$ cat src/rtl/wide_word_serializer.sv
// Serializes one wide word into a stream of WORD_WIDTH slices, LSB slice first,
// with m_last on the final zero-padded slice and no bubble between packets.
module wide_word_serializer #(
  parameter int IN_WIDTH = 131,
  parameter int WORD_WIDTH = 32,
  localparam int NUM_WORDS = (IN_WIDTH + WORD_WIDTH - 1) / WORD_WIDTH,
  localparam int CNT_W = (NUM_WORDS > 1) ? $clog2(NUM_WORDS) : 1
) (
  input  logic                  clk,
  input  logic                  rst,
  input  logic                  s_valid,
  output logic                  s_ready,
  input  logic [IN_WIDTH-1:0]   s_data,
  output logic                  m_valid,
  input  logic                  m_ready,
  output logic [WORD_WIDTH-1:0] m_data,
  output logic                  m_last,
  output logic [CNT_W-1:0]      m_index
);

  localparam int HOLD_W = NUM_WORDS * WORD_WIDTH;
  localparam logic [CNT_W-1:0] LAST_IDX = CNT_W'(NUM_WORDS - 1);

  typedef enum logic {
    IDLE,
    SEND
  } state_t;

  state_t state, state_next;
  logic [CNT_W-1:0] cnt, cnt_next;
  logic [NUM_WORDS-1:0][WORD_WIDTH-1:0] hold;
  logic accept;

  always_ff @(posedge clk) begin
    if (rst) begin
      state <= IDLE;
      cnt   <= '0;
      hold  <= '0;
    end else begin
      state <= state_next;
      cnt   <= cnt_next;
      if (accept) begin
        hold <= HOLD_W'(s_data);
      end
    end
  end

  // The last-slice handshake frees the holder, so a new word can load on that same edge.
  always_comb begin
    state_next = state;
    cnt_next   = cnt;
    m_valid    = (state == SEND);
    m_last     = m_valid && (cnt == LAST_IDX);
    m_index    = cnt;
    m_data     = m_valid ? hold[cnt] : '0;
    s_ready    = (state == IDLE) || (m_valid && m_ready && m_last);
    accept     = s_valid && s_ready;
    if (accept) begin
      state_next = SEND;
      cnt_next   = '0;
    end else if (m_valid && m_ready) begin
      if (m_last) begin
        state_next = IDLE;
        cnt_next   = '0;
      end else begin
        cnt_next = cnt + CNT_W'(1);
      end
    end
  end

endmodule

$ cat config.mk
export PLATFORM = sky130hd
export DESIGN_NAME = wide_word_serializer
export DESIGN_NICKNAME = d
export VERILOG_FILES = /design/src/rtl/wide_word_serializer.sv
export SDC_FILE = /design/constraint.sdc
export NUM_CORES = 1
export LEC_CHECK = 0
export CELL_PAD_IN_SITES_DETAIL_PLACEMENT = 1
export CELL_PAD_IN_SITES_GLOBAL_PLACEMENT = 2
export CORE_UTILIZATION = 31
export DETAILED_ROUTE_END_ITERATION = 8
export PLACE_DENSITY_LB_ADDON = 0.1
export SYNTH_ARGS = -nofsm -noshare
export SYNTH_HDL_FRONTEND = slang
export SYNTH_SLANG_ARGS = --single-unit
$ cat constraint.sdc
create_clock -name clk -period 2.8 [get_ports clk]
set_input_delay 0.42 -clock clk [delete_from_list [all_inputs] [get_ports clk]]
set_output_delay 0.42 -clock clk [all_outputs]
set_load 0.05 [all_outputs]
======== Word level (Yosys, flattened, before mapping) ========
Cells that the tools add are included.
storage, ports and cells
  logic and storage cells ................. 27
  output and inout port bits .............. 38
  flip-flop bits (word level) ............. 135
  bits of input ports ..................... 135
cells by class
  reductions and logical operators ........ 9
  equal/unequal tests ..................... 1
  muxes and demuxes ....................... 7
  magnitude comparators ................... 1
  add/subtract/negate cells ............... 1
  bitwise operators ....................... 1
operators by type and width
  cell                 number
  $bmux 32 s3          1
  $mux 32              2
  $logic_and 1x1->1    4
  $lt 3x4->1 const B   1
  $reduce_bool 2->1    2
  $add 3x1->3 const B  1
  $eq 3x3->1 const B   1
  $mux 1               3
  $mux 3               1
  $reduce_and 2->1     1
  $reduce_or 2->1      1
  $logic_or 1x1->1     1
  $not 1->1            1

======== Logic depth before layout (Yosys ltp) ========
  depth in word-level cells ............... 7
  mapped depth ............................ 11
  mapped depth without buffers ............ 5

======== Worst setup path before layout ========
OpenSTA, ideal clock, no wires.
  path kind ............................... register to register
  from .................................... register cnt[1], in the netlist m_index[1]
  to ...................................... register hold[0] (netlist name)
  slack ................................... 0.427 ns
  clock period less this slack ............ 2.373 ns
  required time ........................... 2.681 ns
  stages on the path, launching flop included .. 12
  path buffers ............................ 6
  setup time .............................. 0.119 ns
  arrival ................................. 2.254 ns
  path through ............................ dfxtp_1 > buf_4 > buf_6 > buf_2 > inv_1 > ha_1 > nand3_2 > a21boi_1 > buf_4 > buf_12 > buf_8 > mux2i_1
on the way
  word-level cells in the longest chain between the ends .. 5
RTL lines
  what                      line  RTL
  start: declaration        30    logic [CNT_W-1:0] cnt, cnt_next;
  start signal: assignment  41    cnt <= cnt_next;
  $eq 3x3->1                53    m_last = m_valid && (cnt == LAST_IDX);
  $logic_and 1x1->1         53
  $logic_and 1x1->1         56    s_ready = (state == IDLE) || (m_valid && m_ready && m_last);
  $logic_or 1x1->1          56
  $logic_and 1x1->1         57    accept = s_valid && s_ready;
  end signal: assignment    43    hold <= HOLD_W'(s_data);
  end: declaration          31    logic [NUM_WORDS-1:0][WORD_WIDTH-1:0] hold;
Every way passes these cells.
A chain may end at the register's enable or synchronous reset.

======== Worst setup path in the final report ========
  from .................................... register cnt[0], in the netlist m_index[0]
  to ...................................... output port m_data[0]
on the way
  word-level cells in the longest chain between the ends .. 3
RTL lines
  what                           line  RTL
  $bmux 32 s3                    55    m_data = m_valid ? hold[cnt] : '0;
  $mux 32 (implied by the code)  55
  $mux 32                        55
  end: declaration               16    output logic [WORD_WIDTH-1:0] m_data,
Every way passes these cells. The select of a mux whose other input is x is not followed.

==> run_results.csv <==
group,metric,value,unit
worst_setup_path,critPathKind,"flop to output pin",
clock_network,cts_resized,0,
drt,top_layer,"met4",
timing,clock_skew,11.1,ps
finish,fin_nets,956,
worst_setup_path,rr_worst_depth,6,
worst_setup_path,timing.rr.end,"hold[25]$_SDFFE_PP0P_",
power_and_ir_drop,p_leak,3.71,nW
power_and_ir_drop,p_per_area,532,nW/µm²
worst_setup_path,startpoint_type,"flop",
hold_path,hp-start,"hold[69]$_SDFFE_PP0P_",
clock_network,cts_tree,"built",
clock_network,cts_root_buf,"clkbuf_16",
worst_setup_path,crit_buf_inv,2,
worst_setup_path,rr_startpoint,"m_index[0]$_SDFFE_PP0P_",
place,dpl.hpwl,12400,µm
timing,relSlewSlack,0.605,
finish,num_antenna_cells,0,
worst_setup_path,path_delay_family,"multiplexers",
clock_network,tritoncts.num_buffers,17,
timing,finalCritPeriodShare,0.893,
hold_path,hold_depth,2,
drt,drt-met1-wl,8260,µm
worst_setup_path,end_kind,"output pin",
grt,grt_pass1_vias,5745,
worst_setup_path,crit_fanout,21,
timing,tns,0,ps
grt,grt_max_degree,118,
floorplanning,start_util,0.320,
flow_run,drv_cap,0,
hold_path,min_path_type,"flop to flop",
grt,grt_usage,0.164,
power_and_ir_drop,ir_drop,0.345,mV
floorplanning,die_h,153,µm
drt,vias_per_cell,4.62,
drt,vias,5136,
finish,postLayoutCellArea,9880,µm²
clock_network,cts.clk_slew.worst_paths,60,ps
floorplanning,coreArea,22200,µm²
clock_network,htreeDepth,4,
drt,wl_met2,9040,µm
clock_network,clkSinkCount,135,
timing,setup_ws,301,ps
clock_network,cts_buffer_depth,2,
power_and_ir_drop,power.share.combinational,0.154,
power_and_ir_drop,p_clk_frac,0.445,
drt,routed_wl,18400,µm
drt,drt_pre_antenna_iters,4,
floorplanning,ios,173,
timing,finalMaxSlewViolations,0,
timing,hold_violations,0,
synth,synth_nets,810,
floorplanning,rows,54,
hold_path,hold-path-endpoint,"hold[69]$_SDFFE_PP0P_",
worst_setup_path,cpMaxStageDelayCell,"mux4_2",
clock_network,cts_setup_buffers,0,
finish,multiInputGateArea,4040,µm²
finish,seqCellArea,2710,µm²
outcome,status,"finished, final reports clean",
worst_setup_path,slowest_delay,560,ps
clock_network,ctsHoldBuffers,0,
drt,dr_wl_met3,892,µm
synth,synthDistinctLibCells,26,
drt,avgRoutedWirePerCell,16.6,µm
finish,fin_util,0.446,
place,dp_slack,485,ps
worst_setup_path,arrival,2080,ps
timing,setup_violations,0,
drt,dr.first_iter.drc_count,140,
synth,syn_inst,673,
power_and_ir_drop,p_int,3.99,mW
grt,grt_pass1_wl,30000,µm
synth,yosys_register_bits,135,
clock_network,clkLatencyLatePin,420,ps
timing,worstMarginPinSlew,592,ps
grt,overflow,0,
place,placed_area,9260,µm²
worst_setup_path,cp.required,2380,ps
synth,syn_area,7100,µm²
drt,drcViolationCount,0,
power_and_ir_drop,p_total,5.26,mW
worst_setup_path,crit_chain,"buf_4 -> mux4_2 -> a22o_1 -> buf_12",
timing,rsz0062_at_grt,"false",
place,gp_congestion,0.703,
place,io_buffers,172,
worst_setup_path,reg2reg_setup_slack,860,ps
timing,fin_crit,2500,ps
drt,ant_nets,0,
timing,fmax,400,MHz
floorplanning,fp.dieW,153,µm
synth,ys_seq_area_frac,0.381,
finish,area_delta_synth_final,39.2,%
synth,avgSynthCellArea,10.5,µm²
power_and_ir_drop,sequentialPowerShare,0.401,
power_and_ir_drop,p_sw,1.27,mW
place,placed_cells,1080,
grt,antenna_found_initial,0,
finish,final_cells,1112,
power_and_ir_drop,swShare,0.241,
timing,holdWs,471,ps
finish,drive_above_1_share,0.135,
finish,nFillCells,2403,
floorplanning,die-area,23500,µm²
synth,synth_warnings,0,
-- flip-flops by register name, summed over array words and instances, names as in the netlist --
| name | cells |
|---|---|
| hold | 131 |
| m_index | 3 |
| m_valid | 1 |
-- power groups by stage --
stage	registers [mW]	logic [mW]	clock network (mW)
final	2.11	0.812	2.34
after floorplan	2.13	0.484	0
after detailed placement	2.15	0.824	0
after global routing	2.12	0.876	2.50
after CTS	2.11	0.827	2.41
after global placement	2.14	0.807	0
-- cell usage after synthesis --
library cell / instances / area (µm²)
nand2b_1: 262 / 1640
dfxtp_1: 135 / 2700
mux2i_1: 131 / 1310
clkbuf_1: 32 / 120
mux4_2: 32 / 721
and2_1: 29 / 181
buf_4: 12 / 90.1
buf_8: 6 / 90.1
nand2_1: 6 / 22.5
a211oi_1: 3 / 22.5
a22o_1: 3 / 26.3
buf_6: 3 / 33.8
buf_2: 2 / 10.0
ha_1: 2 / 25.0
inv_1: 2 / 7.51
nand4_1: 2 / 12.5
nor2_1: 2 / 7.51
a21boi_1: 1 / 7.51
a21oi_1: 1 / 5.00
and3_1: 1 / 6.26
buf_12: 1 / 20.0
nand3_2: 1 / 10.0
nand4b_1: 1 / 8.76
nor2b_1: 1 / 6.26
nor3_1: 1 / 5.00
o21ai_0: 1 / 5.00
-- final cells by class --
class                           count  share of cell area
Sequential cell                   135               0.274
Clock inverter                     10              0.0146
Multi-Input combinational cell    480               0.409
Clock buffer                       22              0.0480
Tap cell                          280              0.0355
Timing Repair Buffer              183               0.218
Inverter                            2            0.000760
-- per-layer routing --
layer	vias to the layer above	track usage
met5	-	0
met4	0	0.0548
met3	18	0.0437
met2	109	0.284
met1	2478	0.195
li1	2531	-
-- how the worst max path moves through the flow --
stage | start | end | slack, ps | cells past startpoint
after floorplan | m_index[1]$_SDFFE_PP0P_ | hold[0]$_SDFFE_PP0P_ | 430 | 11
after global placement | m_ready | hold[121]$_SDFFE_PP0P_ | 610 | 5
after detailed placement | m_ready | hold[30]$_SDFFE_PP0P_ | 480 | 5
after CTS | m_index[0]$_SDFFE_PP0P_ | m_data[0] | 230 | 4
after global routing | m_index[0]$_SDFFE_PP0P_ | m_data[0] | 180 | 4
final | m_index[0]$_SDFFE_PP0P_ | m_data[0] | 300 | 4
-- layout by cell type, fill, tap and decap left out, types with 2 or more instances in the layout --
cell	Yosys	layout
clkinvlp_4	0	3
nand2_1	6	6
clkbuf_16	0	17
mux2i_1	131	131
a22o_1	3	3
buf_12	1	35
buf_4	12	10
and2_1	29	29
nand2b_1	262	262
nor2_1	2	2
bufinv_16	0	3
clkbuf_8	0	3
clkbuf_1	32	2
dfxtp_1	135	133
dfxtp_2	0	2
inv_1	2	2
mux4_2	32	32
nand4_1	2	2
a211oi_1	3	3
ha_1	2	2
clkdlybuf4s50_1	0	138
clkinv_4	0	2
-- worst min-delay path, stage by stage, from the launching register on --
cell,delay [ps]
dfxtp_1,310
nand2b_1,60
mux2i_1,50
-- logic make-up after synthesis --
logic type | after synthesis | synth area share
multiplexers | 163 | 0.286
AO/OA/AOI/OAI | 9 | 0.00934
flip-flops | 135 | 0.381
AND/OR/NAND/NOR | 306 | 0.268
adder cells (fa/ha/maj) | 2 | 0.00353
buffers and inverters | 58 | 0.0524
Power figures use the tool's default switching activity.
